### config.mk
export PLATFORM = sky130hd
export DESIGN_NAME = backend_core
export DESIGN_NICKNAME = d
export VERILOG_FILES = /design/src/rtl/backend_pkg.sv /design/src/rtl/lane_deser.sv /design/src/rtl/backend_core.sv
export SDC_FILE = /design/constraint.sdc
export NUM_CORES = 1
export LEC_CHECK = 0
export CORE_AREA = 2 2 371 281
export DETAILED_ROUTE_END_ITERATION = 12
export DIE_AREA = 0 0 373 283
export PLACE_DENSITY = 0.62
export REMOVE_ABC_BUFFERS = 1
export SETUP_SLACK_MARGIN = 0.2
export SYNTH_ARGS = -nofsm -noshare
export SYNTH_HDL_FRONTEND = slang
export SYNTH_HIERARCHICAL = 1
export SYNTH_SLANG_ARGS = --single-unit
### constraint.sdc
create_clock -name sys_clk -period 4.4 [get_ports sys_clk]
set_input_delay 0.88 -clock sys_clk [delete_from_list [all_inputs] [get_ports sys_clk]]
set_output_delay 0.88 -clock sys_clk [all_outputs]
set_load 0.005 [all_outputs]
### src/rtl/backend_pkg.sv
// Shared constants, packet field positions and FSM state types for the backend hub.
package backend_pkg;

  localparam int NMOD       = 4;
  localparam int DLINES     = 3;
  localparam int PKT_LEN    = 128;
  localparam int CMD_LEN    = 32;
  localparam int FIFO_DEPTH = 4;
  localparam int CNT_W      = 16;

  localparam logic [3:0] CMD_MARK = 4'hF;
  localparam logic [3:0] BCAST    = 4'hF;
  localparam logic [4:0] HDR      = 5'b11111;

  // Module packet field positions
  localparam int HDR_HI        = 127;
  localparam int HDR_LO        = 123;
  localparam int IS_SINGLE_POS = 122;
  localparam int MOD_ID_HI     = 121;
  localparam int MOD_ID_LO     = 118;
  localparam int IS_CMD_POS    = 115;
  localparam int PAYLOAD_HI    = 31;
  localparam int PAYLOAD_LO    = 0;

  typedef enum logic {DS_IDLE, DS_BUSY} deser_state_t;
  typedef enum logic {SER_IDLE, SER_BUSY} ser_state_t;
  typedef enum logic {TX_IDLE, TX_SEND} tx_state_t;

  typedef struct packed {
    logic [3:0]         target;
    logic [CMD_LEN-1:0] word;
  } cmd_entry_t;

  // A host target nibble is usable if it names a real module or is the broadcast code.
  function automatic logic target_ok(input logic [3:0] tgt);
    return (tgt == BCAST) || (tgt < 4'(NMOD));
  endfunction

  // One-hot set of serialisers a command goes to.
  function automatic logic [NMOD-1:0] target_mask(input logic [3:0] tgt);
    if (tgt == BCAST) return '1;
    return NMOD'(1) << tgt[1:0];
  endfunction

endpackage

### src/rtl/lane_deser.sv
// Start-framed deserialiser for a group of parallel data lines. An all-high
// start cycle opens a frame; then ceil((LENGTH+1)/LINES) groups follow, highest
// line carrying the MSB of each group. Leading pad bits fall off the top of the
// shift register so data holds exactly the last LENGTH bits received.
module lane_deser import backend_pkg::*; #(
  parameter int LENGTH = PKT_LEN,
  parameter int LINES  = DLINES
) (
  input  logic              sys_clk,
  input  logic              sys_rst_mask,
  input  logic [LINES-1:0]  lines,
  output logic              valid,
  output logic [LENGTH-1:0] data
);

  localparam int NGROUPS = (LENGTH + LINES) / LINES;
  localparam int CW      = $clog2(NGROUPS);
  localparam logic [CW-1:0] LAST = CW'(NGROUPS - 1);

  deser_state_t      state_reg, state_next;
  logic [CW-1:0]     cnt_reg;
  logic [LENGTH-1:0] sh_reg;
  logic              valid_reg;

  // State register
  always_ff @(posedge sys_clk or negedge sys_rst_mask) begin
    if (!sys_rst_mask) state_reg <= DS_IDLE;
    else               state_reg <= state_next;
  end

  // Next state: wait for the start pattern, then count groups
  always_comb begin
    state_next = state_reg;
    case (state_reg)
      DS_IDLE: if (lines == '1)      state_next = DS_BUSY;
      DS_BUSY: if (cnt_reg == LAST)  state_next = DS_IDLE;
      default:                       state_next = DS_IDLE;
    endcase
  end

  // Shift groups in and flag the final one
  always_ff @(posedge sys_clk or negedge sys_rst_mask) begin
    if (!sys_rst_mask) begin
      cnt_reg   <= '0;
      sh_reg    <= '0;
      valid_reg <= 1'b0;
    end else begin
      valid_reg <= 1'b0;
      if (state_reg == DS_BUSY) begin
        sh_reg  <= {sh_reg[LENGTH-LINES-1:0], lines};
        cnt_reg <= cnt_reg + 1'b1;
        if (cnt_reg == LAST) valid_reg <= 1'b1;
      end else begin
        cnt_reg <= '0;
      end
    end
  end

  assign valid = valid_reg;
  assign data  = sh_reg;

endmodule

### src/rtl/backend_core.sv
// Backend hub: host bytes -> 32-bit commands -> per-module serial lines, and
// module packets -> response words -> host bytes, plus single-event counters.
module backend_core import backend_pkg::*; (
  input  logic                sys_clk,
  input  logic                sys_rst_mask,
  output logic [NMOD-1:0]     m_clk,
  output logic [NMOD-1:0]     m_ctrl,
  input  logic [NMOD*DLINES-1:0] m_data,
  output logic                user_hs_clk,
  input  logic [7:0]          Q,
  input  logic                nRx,
  input  logic [2:0]          RC,
  output logic                nRF,
  output logic [7:0]          D,
  output logic                nTx,
  output logic [2:0]          TC,
  input  logic [7:0]          nTF,
  output logic [NMOD*CNT_W-1:0] single_cnt
);

  assign m_clk       = {NMOD{sys_clk}};
  assign user_hs_clk = sys_clk;
  assign TC          = 3'b000;

  // Receive channel and the other flow-control channels are not used
  logic in_unused;
  assign in_unused = ^{RC, nTF[7:1]};

  // ---------------- host byte assembler ----------------
  logic [1:0]         byte_cnt_reg;
  logic [23:0]        asm_reg;
  logic [CMD_LEN-1:0] rx_word;
  logic               word_done;

  assign rx_word   = {asm_reg, Q};
  assign word_done = !nRx && (byte_cnt_reg == 2'd3);

  // Collect bytes MSB first; a gap in nRx throws away any partial word
  always_ff @(posedge sys_clk or negedge sys_rst_mask) begin
    if (!sys_rst_mask) begin
      byte_cnt_reg <= '0;
      asm_reg      <= '0;
    end else if (!nRx) begin
      asm_reg      <= {asm_reg[15:0], Q};
      byte_cnt_reg <= byte_cnt_reg + 1'b1;
    end else begin
      byte_cnt_reg <= '0;
    end
  end

  // ---------------- command FIFO ----------------
  cmd_entry_t      fifo_mem [FIFO_DEPTH];
  logic [1:0]      wr_ptr_reg, rd_ptr_reg;
  logic [2:0]      count_reg;
  logic            fifo_full, fifo_empty, push, pop;
  cmd_entry_t      head;
  logic [NMOD-1:0] head_mask, ser_busy;
  logic            ld_valid_reg;
  logic [NMOD-1:0] ld_mask_reg;
  logic [CMD_LEN-1:0] ld_word_reg;

  assign fifo_full  = (count_reg == 3'(FIFO_DEPTH));
  assign fifo_empty = (count_reg == 3'd0);
  assign push = word_done && (rx_word[31:28] == CMD_MARK) &&
                target_ok(rx_word[27:24]) && !fifo_full;
  assign head      = fifo_mem[rd_ptr_reg];
  assign head_mask = target_mask(head.target);
  // A broadcast waits until every serialiser is free; one pop in flight at a time
  assign pop = !fifo_empty && !ld_valid_reg && ((head_mask & ser_busy) == '0);
  assign nRF = !fifo_full;

  // Storage write
  always_ff @(posedge sys_clk) begin
    if (push) fifo_mem[wr_ptr_reg] <= '{target: rx_word[27:24], word: rx_word};
  end

  // Pointers, occupancy and the load stage feeding the serialisers
  always_ff @(posedge sys_clk or negedge sys_rst_mask) begin
    if (!sys_rst_mask) begin
      wr_ptr_reg   <= '0;
      rd_ptr_reg   <= '0;
      count_reg    <= '0;
      ld_valid_reg <= 1'b0;
      ld_mask_reg  <= '0;
      ld_word_reg  <= '0;
    end else begin
      if (push) wr_ptr_reg <= wr_ptr_reg + 1'b1;
      if (pop)  rd_ptr_reg <= rd_ptr_reg + 1'b1;
      case ({push, pop})
        2'b10:   count_reg <= count_reg + 1'b1;
        2'b01:   count_reg <= count_reg - 1'b1;
        default: count_reg <= count_reg;
      endcase
      ld_valid_reg <= pop;
      if (pop) begin
        ld_mask_reg <= head_mask;
        ld_word_reg <= head.word;
      end
    end
  end

  // ---------------- per-module lanes ----------------
  logic [NMOD-1:0]    resp_full, tx_clear;
  logic [CMD_LEN-1:0] resp_word [NMOD];
  logic               tx_done;
  logic [1:0]         tx_sel_reg;

  for (genvar gi = 0; gi < NMOD; gi++) begin : g_lane
    ser_state_t         state_reg, state_next;
    logic [CMD_LEN-1:0] sh_reg;
    logic [5:0]         cnt_reg;
    logic               line_reg, load;
    logic               pkt_valid, hdr_ok, pkt_unused;
    logic [PKT_LEN-1:0] pkt_data;
    logic [CNT_W-1:0]   single_reg;
    logic               full_reg;
    logic [CMD_LEN-1:0] word_reg;

    assign load        = ld_valid_reg && ld_mask_reg[gi];
    assign ser_busy[gi] = (state_reg == SER_BUSY);
    assign m_ctrl[gi]  = line_reg;

    // Serialiser state register
    always_ff @(posedge sys_clk or negedge sys_rst_mask) begin
      if (!sys_rst_mask) state_reg <= SER_IDLE;
      else               state_reg <= state_next;
    end

    // Serialiser next state: busy for start bit plus 32 data bits
    always_comb begin
      state_next = state_reg;
      case (state_reg)
        SER_IDLE: if (load)             state_next = SER_BUSY;
        SER_BUSY: if (cnt_reg == 6'd32) state_next = SER_IDLE;
        default:                        state_next = SER_IDLE;
      endcase
    end

    // Drive start bit on load, then shift the word out MSB first, then low
    always_ff @(posedge sys_clk or negedge sys_rst_mask) begin
      if (!sys_rst_mask) begin
        line_reg <= 1'b0;
        sh_reg   <= '0;
        cnt_reg  <= '0;
      end else if (state_reg == SER_IDLE) begin
        line_reg <= load;
        if (load) begin
          sh_reg  <= ld_word_reg;
          cnt_reg <= '0;
        end
      end else if (cnt_reg == 6'd32) begin
        line_reg <= 1'b0;
      end else begin
        line_reg <= sh_reg[CMD_LEN-1];
        sh_reg   <= {sh_reg[CMD_LEN-2:0], 1'b0};
        cnt_reg  <= cnt_reg + 1'b1;
      end
    end

    lane_deser #(.LENGTH(PKT_LEN), .LINES(DLINES)) u_deser (
      .sys_clk      (sys_clk),
      .sys_rst_mask (sys_rst_mask),
      .lines        (m_data[gi*DLINES +: DLINES]),
      .valid        (pkt_valid),
      .data         (pkt_data)
    );

    assign hdr_ok = (pkt_data[HDR_HI:HDR_LO] == HDR);
    // Module id and reserved bits are carried but routing uses the arrival slot
    assign pkt_unused = ^{pkt_data[MOD_ID_HI:MOD_ID_LO], pkt_data[MOD_ID_LO-1:IS_CMD_POS+1],
                          pkt_data[IS_CMD_POS-1:PAYLOAD_HI+1]};

    // Count singles; hold one pending response until the host side drains it
    always_ff @(posedge sys_clk or negedge sys_rst_mask) begin
      if (!sys_rst_mask) begin
        single_reg <= '0;
        full_reg   <= 1'b0;
        word_reg   <= '0;
      end else begin
        if (tx_clear[gi]) full_reg <= 1'b0;
        if (pkt_valid && hdr_ok) begin
          if (pkt_data[IS_SINGLE_POS]) begin
            single_reg <= single_reg + 1'b1;
          end else if (pkt_data[IS_CMD_POS] && !full_reg) begin
            word_reg <= pkt_data[PAYLOAD_HI:PAYLOAD_LO];
            full_reg <= 1'b1;
          end
        end
      end
    end

    assign resp_full[gi] = full_reg;
    assign resp_word[gi] = word_reg;
    assign tx_clear[gi]  = tx_done && (tx_sel_reg == 2'(gi));
    assign single_cnt[gi*CNT_W +: CNT_W] = single_reg;
  end

  // ---------------- host TX arbiter ----------------
  tx_state_t          tx_state_reg, tx_state_next;
  logic [1:0]         rr_ptr_reg, tx_byte_reg, grant_idx;
  logic               grant_valid, tx_start;
  logic [CMD_LEN-1:0] tx_word_reg;
  logic [7:0]         d_reg;
  logic               ntx_reg;

  // Round-robin pick of the first full response at or after the pointer
  always_comb begin
    grant_valid = 1'b0;
    grant_idx   = rr_ptr_reg;
    for (int i = 0; i < NMOD; i++) begin
      if (!grant_valid && resp_full[rr_ptr_reg + 2'(i)]) begin
        grant_valid = 1'b1;
        grant_idx   = rr_ptr_reg + 2'(i);
      end
    end
  end

  assign tx_start = (tx_state_reg == TX_IDLE) && nTF[0] && grant_valid;
  assign tx_done  = (tx_state_reg == TX_SEND) && (tx_byte_reg == 2'd0);

  // TX state register
  always_ff @(posedge sys_clk or negedge sys_rst_mask) begin
    if (!sys_rst_mask) tx_state_reg <= TX_IDLE;
    else               tx_state_reg <= tx_state_next;
  end

  // TX next state: flow control only gates the start of a word
  always_comb begin
    tx_state_next = tx_state_reg;
    case (tx_state_reg)
      TX_IDLE: if (tx_start) tx_state_next = TX_SEND;
      TX_SEND: if (tx_done)  tx_state_next = TX_IDLE;
      default:               tx_state_next = TX_IDLE;
    endcase
  end

  // Emit four bytes MSB first with nTx low, then advance the pointer
  always_ff @(posedge sys_clk or negedge sys_rst_mask) begin
    if (!sys_rst_mask) begin
      rr_ptr_reg  <= '0;
      tx_sel_reg  <= '0;
      tx_byte_reg <= '0;
      tx_word_reg <= '0;
      d_reg       <= '0;
      ntx_reg     <= 1'b1;
    end else if (tx_start) begin
      tx_sel_reg  <= grant_idx;
      tx_word_reg <= resp_word[grant_idx];
      d_reg       <= resp_word[grant_idx][31:24];
      ntx_reg     <= 1'b0;
      tx_byte_reg <= 2'd1;
    end else if (tx_done) begin
      d_reg      <= '0;
      ntx_reg    <= 1'b1;
      rr_ptr_reg <= tx_sel_reg + 1'b1;
    end else if (tx_state_reg == TX_SEND) begin
      d_reg       <= tx_word_reg[23:16];
      tx_word_reg <= {tx_word_reg[23:0], 8'h00};
      tx_byte_reg <= tx_byte_reg + 1'b1;
    end
  end

  assign D   = d_reg;
  assign nTx = ntx_reg;

endmodule

Word level (Yosys, flattened, before mapping)

Memory sizes are Yosys's and may differ from the RTL's.
Cells that the tools add are included.

Equality and inequality tests: 31
Reduce and logical (&&, ||, !) cells: 66
Bitwise logic cells: 16
$lt $le $gt $ge: 6
Shifts and indexed selects: 1
Muxes and demuxes: 123
Multipliers: 0
Add/subtract/negate cells: 22
Div/mod/pow operators: 0

Operators by type and width:

| cell                    | count |
|---|---|
| $mux W32                | 14 |
| $mux W6                 | 16 |
| $mux W24                | 3 |
| $add A16 B1 Y16 const B | 4 |
| $bmux W32 S2            | 1 |
| $mux W1                 | 63 |
| $add A6 B1 Y6 const B   | 8 |
| $eq A6 B6 Y1 const B    | 8 |
| $logic_and A1 B1 Y1     | 28 |
| $mux W8                 | 3 |
| $eq A5 B5 Y1 const B    | 4 |
| $reduce_and A2 Y1       | 10 |
| $pmux W1 S2             | 9 |
| $eq A3 B3 Y1 const B    | 5 |
| $mux W2                 | 7 |
| $not A1 Y1              | 14 |
| $reduce_bool A2 Y1      | 7 |
| $add A2 B1 Y2 const B   | 6 |
| $eq A4 B4 Y1 const B    | 3 |
| $lt A2 B3 Y1 const B    | 4 |
| $reduce_and A3 Y1       | 4 |
| $logic_not A1 Y1        | 11 |
| $bmux W1 S2             | 4 |
| $eq A2 B2 Y1 const B    | 4 |
| 18 further kinds        | 25 |

Flip-flop bits (word level): 1010
Bits of input ports: 34
Bits in latches: 0
Memory bits (writable): 144
Bits in read-only memories: 0
Output and inout port bits: 86
Memories kept: 1

Memory list:

| memory   | depth | bits a word | read ports | clocked after Yosys merged registers in | write ports | RTL line           | text |
|---|---|---|---|---|---|---|---|
| fifo_mem | 4     | 36          | 1          | 0                                       | 1           | backend_core.sv:52 | `cmd_entry_t fifo_mem [FIFO_DEPTH];` |

Depth between registers and ports, before layout

Gate-level depths: netlist of the first run.

Depth in word-level cells: 17
Gate-level depth with buffers: 14
Mapped depth without buffers: 12

Hierarchy

The synthesis of the first run kept the hierarchy.

By module, submodules not included:

| module       | area each (sq um) | instances | sequential area each (sq um) | cells an instance |
|---|---|---|---|---|
| backend_core | 25295.5           | 1         | 15506.1                      | 1870 |
| lane_deser   | 5072.4            | 4         | 3403.3                       | 300 |

==> results of run 1 <==
-- through the flow --
stage / power (mW) / instance area (um2) / utilization [%] / hold slack (ps) / setup TNS, ps
3_3_place_gp: 24.8 / 48200 / 47.1 / 413 / 0
3_5_place_dp: 25.5 / 48200 / 47.1 / 417 / 0
4_1_cts: 35.8 / 52200 / 51.0 / 247 / 0
5_1_grt: 37.5 / 52200 / 51.0 / 291 / 0
2_1_floorplan: 23.0 / 44800 / - / 402 / -15110
6_report: 35.3 / 52200 / 51.0 / 238 / 0
-- worst max path at each step --
stage | endpoint | slack [ps]
finish | user_hs_clk | 620
global route | m_clk[2] | 610
CTS | m_clk[3] | 610
detailed placement | m_clk[0] | 910
global placement | m_clk[0] | 910
floorplan | tx_word_reg[10] | -560
-- critical path, cell delays in order --
cell	delay (ps)
clkbuf_16	130
clkbuf_16	130
clkdlybuf4s50_1	440
-- kinds of logic after synthesis --
| logic type | after synthesis | share of synthesized area (%) |
|---|---|---|
| other cells | 1 | 0.00823 |
| fa+ha+maj | 32 | 0.895 |
| xor+xnor | 94 | 1.81 |
| buf+inv | 205 | 2.01 |
| simple gates | 458 | 4.78 |
| compound gates | 214 | 2.78 |
| flops | 1138 | 63.9 |
| mux | 928 | 23.8 |
-- cell usage after synthesis (14+ instances only) --
| cell | number |
|---|---|
| dfrtp_1 | 1009 |
| mux2_2 | 682 |
| mux2i_1 | 171 |
| nor2_1 | 169 |
| a21oi_1 | 132 |
| edfxtp_1 | 128 |
| nand2_1 | 116 |
| clkbuf_1 | 82 |
| buf_2 | 64 |
| xnor2_1 | 60 |
| mux4_2 | 47 |
| nand3_1 | 38 |
| xor2_1 | 34 |
| inv_1 | 32 |
| ha_1 | 31 |
| mux2_4 | 28 |
| nand4_1 | 27 |
| and3_1 | 26 |
| and2_1 | 16 |
| a22oi_1 | 15 |
| o21ai_0 | 14 |
-- power breakdown --
part | total, mW | leakage, nW | switching, mW | internal (mW)
Combinational | 8.16 | 7.37 | 3.34 | 4.82
Clock | 10.3 | 1.99 | 4.15 | 6.12
Sequential | 16.9 | 13.5 | 2.71 | 14.2
-- layout make-up --
class | count | area [um2]
Timing Repair Buffer | 153 | 1580
Clock inverter | 52 | 637
Tap cell | 1352 | 1690
Multi-Input combinational cell | 1729 | 15600
Sequential cell | 1138 | 29100
Fill cell | 8390 | 50000
Inverter | 32 | 120
Clock buffer | 171 | 3430
-- metal layers --
layer  vias to the layer above  wire length [um]  track usage (%)
li1                      11100                 -                -
met2                       387             39000             25.6
met1                     12800             42100             24.6
met5                         -                 0                0
met3                       126              3490             3.11
met4                         0              1580             4.20
==> metrics.md, run 1 <==
| Metric | Value |
|---|---|
| Status | completed |
| Synth area leader | dfrtp_1 |
| Die Area | 0.106 mm2 |
| Crit path capture type | output pin |
| Routability-driven placement congestion ratio | 0.817 |
| Pre-antenna DRT Iters | 5 |
| Main area contributors after synthesis | dfrtp_1 55%, mux2_2 17%, edfxtp_1 8.4% |
| Dpl hpwl | 54.6 mm |
| Cell variety after synth | 53 |
| Seq/Total Area, Yosys | 63.9% |
| Rows | 102 |
| Dpl ws | 906 ps |
| # nets final | 3,241 |
| Skew-Pair Late Insertion Delay | 810 ps |
| Pwr per Cell Area | 677 mW/mm2 |
| Clock slew at reported path FFs | 60 ps |
| Leakage | 22.8 nW |
| Hold Path Class | input port to asynchronous set/reset pin |
| EDFF count, synth | 128 |
| Layout cell share with drive strength beyond 1 | 31.4% |
| Vias per inst | 5.28 |
| Worst IR drop on VDD | 0.000367 V |
| Largest net degree at the start of global routing | 113 |
| Setup WS post-layout | 620 ps |
| Starting Density | 44.6% |
| Max Cap Violations | 0 |
| Setup Fix Bufs, Post-CTS | 0 |
| Final Hold Viols | 0 |
| Slew margin rel. | 19.5% |
| Slew Viols, Final | 0 |
| Cells after Synth | 3,070 |
| Async S/R FF share, synth | 88.8% |
| Dominant synthesized flop cell | dfrtp_1 |
| Post-synthesis area per instance | 14.8 um2 |
| Setup-failing EPs final | 0 |
| # IOs | 120 |
| RR Startpoint | rd_ptr_reg[0] |
| Wire length per cell | 18.6 um |
| Most frequent cells in the layout | 1,000 x dfrtp_1, 682 x mux2_2, 171 x mux2i_1 |
| Least-Margin Pin Slew | 1210 ps |
| Global-route wire length before repair | 144 mm |
| Critical path type | clock port to output pin |
| Crit path launch type | clock port |
| Core outline area | 0.102 mm2 |
| Layout Skew | 28.5 ps |
| DRT iter0 DRCs | 1,483 |
| RSZ-0062 raised after global routing | false |
| Die span in x | 373 um |
| Area growth syn-to-layout | 14.5% |
| DRC errors left | 0 |
| Worst EP required | 3520 ps |
| Initial antenna violation count | 0 |
| Most common cell after layout, fill and taps aside | dfrtp_1 |
| Post-cts resize count | 0 |
| Total grt overflow | 0 |
| Die height | 283 um |
| Vias in the first global route | 26,400 |
| Reg2reg setup slack | 1110 ps |
| Crit Path Max Fanout | 3 |
| Hold buffer count at cts | 0 |
| Vias | 24,500 |
| Top cell type's share of synthesized area | 55.4% |
| Placed instance count | 4,409 |
| Overall routing resource usage | 16.7% |
| IO Port Bufs | 106 |
| Post-DRT Antenna Nets | 0 |
| Max reg flops | 512 |
| Post-Route WL | 86.1 mm |
| Reg-to-reg endpoint | count_reg[2] |
| Critical Path AT | 2900 ps |
| Layout Cells excl Fill | 4,627 |
| Antenna diodes | 0 |
| Synthesized area | 0.0456 mm2 |
| Yosys reg bits | 1,138 |
| YS warnings | 6 |
| R2R depth | 11 |
| Launch point of the worst path | sys_clk |
| CTS tree | done |
Note: power is estimated with default switching activity, not from simulation.
==> inputs of run 2 (changes only) <==
SLEW_MARGIN = 20   (was not set)
==> run 2 against run 1 <==
  * Hold slack improved by 190 ps
  * Power increased by 0.68%
  * Design area increased by 0.33%
  * Final cell count decreased by 0.11%
  * Setup slack improved by 2.8 ps
  * Critical path depth unchanged
==> metrics.md, run 2 (synthesis results as in run 1) <==
| Metric | Value |
|---|---|
| Critical path type | clock port to output pin |
| Status | completed |
| Largest stage delay on the critical path | 440 ps (about the same) |
| WHS | 424 ps (+186 ps) |
| Die span in x | 373 um (unchanged) |
| Slew margin rel. | 28.7% (+9.3 points) |
| Layout Skew | 30.9 ps (+2.43 ps) |
| Largest net degree at the start of global routing | 113 (unchanged) |
| Global-route wire length before repair | 143 mm (-0.44%) |
| CTS tree | done |
| Leakage | 22.9 nW (+0.38%) |
| Post-Route WL | 86.1 mm (about the same) |
| Clock slew at reported path FFs | 60 ps (about the same) |
| Crit path launch type | clock port |
| Layout Cells excl Fill | 4,622 (-0.11%) |
| Core outline area | 0.102 mm2 (unchanged) |
| RR Startpoint | rd_ptr_reg[0] |
| Crit path capture type | output pin |
| Layout fillers | 8,394 (+0.048%) |
| Hold buffer count at cts | 0 (unchanged) |
| # nets final | 3,245 (+0.12%) |
| Most frequent cells in the layout | 1,000 x dfrtp_1, 682 x mux2_2, 171 x mux2i_1 |
| R2R depth | 11 (unchanged) |
| Wire length per cell | 18.6 um (about the same) |
| CP Cell Sequence | clkbuf_16, clkbuf_16, clkdlybuf4s50_1 |
| Antenna diodes | 0 (unchanged) |
| Placed instance count | 4,410 (+0.023%) |
| Vias | 24,600 (+0.49%) |
| Crit Path Max Fanout | 3 (unchanged) |
| # IOs | 120 (unchanged) |
| DRT iter0 DRCs | 1,614 (+8.8%) |
| IO Port Bufs | 106 (unchanged) |
| Worst EP required | 3520 ps (about the same) |
| Launch point of the worst path | sys_clk |
| Levels on crit path | 3 (unchanged) |
| Post-DRT Antenna Nets | 0 (unchanged) |
| Skew-Pair Late Insertion Delay | 810 ps (about the same) |
| Multi-input logic area | 0.0156 mm2 (about the same) |
| RSZ-0062 raised after global routing | false |
| Post-cts resize count | 0 (unchanged) |
| Worst path buffer plus inverter count | 3 (unchanged) |
| Die height | 283 um (unchanged) |
| Setup Fix Bufs, Post-CTS | 0 (unchanged) |
| Reg2reg setup slack | 1120 ps (about the same) |
| Worst IR drop on VDD | 0.000392 V (+6.9%) |
| Slew Viols, Final | 0 (unchanged) |
| Final Hold Viols | 0 (unchanged) |
| Vias per inst | 5.32 (+0.60%) |
| Pre-antenna DRT Iters | 5 (unchanged) |
| Max reg flops | 512 (unchanged) |
| Total negative slack | 0 ps (unchanged) |
| Top Family by Delay on Critical Path | buffers and inverters |
| Critical Path AT | 2900 ps (about the same) |
| Die Area | 0.106 mm2 (unchanged) |
| Vias in the first global route | 26,200 (-0.64%) |
| Rows | 102 (unchanged) |
| CP max-delay cell | clkdlybuf4s50_1 |
| Hold Path Class | flip-flop to flip-flop |
| Starting Density | 44.6% (unchanged) |
| Overall routing resource usage | 16.6% (-0.079 points) |
| Register Area | 0.0291 mm2 (unchanged) |
| Max Cap Violations | 0 (unchanged) |
| Pwr per Cell Area | 679 mW/mm2 (+0.35%) |
| Layout cell share with drive strength beyond 1 | 31.4% (about the same) |
| Most frequent CP cell | clkbuf_16 |
| Reg-to-reg endpoint | count_reg[2] |
| Area growth syn-to-layout | 14.9% |
| CP Capture Point | m_clk[3] |
| DRC errors left | 0 (unchanged) |
| Total grt overflow | 0 (unchanged) |
| Hold path startpoint | byte_cnt_reg[0] |
| Setup-failing EPs final | 0 (unchanged) |
| Dpl hpwl | 54.6 mm (about the same) |
| Routability-driven placement congestion ratio | 0.817 (unchanged) |
| Initial antenna violation count | 0 (unchanged) |
| Least-Margin Pin Slew | 1070 ps (-139 ps) |
| Most common cell after layout, fill and taps aside | dfrtp_1 |
[run 2: metal layers]
metal	routed length (um)	vias up	track usage, %
met3	3210	131	2.89
li1	-	11100	-
met4	1700	0	4.30
met2	38800	392	25.5
met1	42400	12900	24.6
met5	0	-	0
[run 2: where the power goes]
part	internal, mW	switching (mW)
Combinational	4.85	3.40
Clock	6.38	4.08
Sequential	14.2	2.67
Total	25.4	10.2
[run 2: through the flow]
stage	instance area [um2]	worst slack, ps	total power [mW]	util (%)
2_1_floorplan	44800	-558	23.0	-
3_3_place_gp	48200	906	24.8	47.1
3_5_place_dp	48200	906	25.5	47.2
4_1_cts	52300	611	36.0	51.2
5_1_grt	52400	607	37.8	51.2
6_report	52400	623	35.6	51.2
[run 2: cell type report]
cell class | count | area share, %
Timing Repair Buffer | 157 | 3.20
Sequential cell | 1138 | 55.7
Tap cell | 1352 | 3.23
Clock buffer | 166 | 6.50
Inverter | 32 | 0.229
Multi-Input combinational cell | 1729 | 29.8
Clock inverter | 48 | 1.40
[run 2: worst min-delay path by stage]
stage               cells past startpoint  slack [ps]                    endpoint
floorplan                               1         400             byte_cnt_reg[0]
global placement                        1         410             byte_cnt_reg[0]
detailed placement                      1         420             byte_cnt_reg[0]
CTS                                     1         240  g_lane[3].u_deser/data[33]
global route                            1         460             byte_cnt_reg[0]
finish                                  1         420             byte_cnt_reg[0]
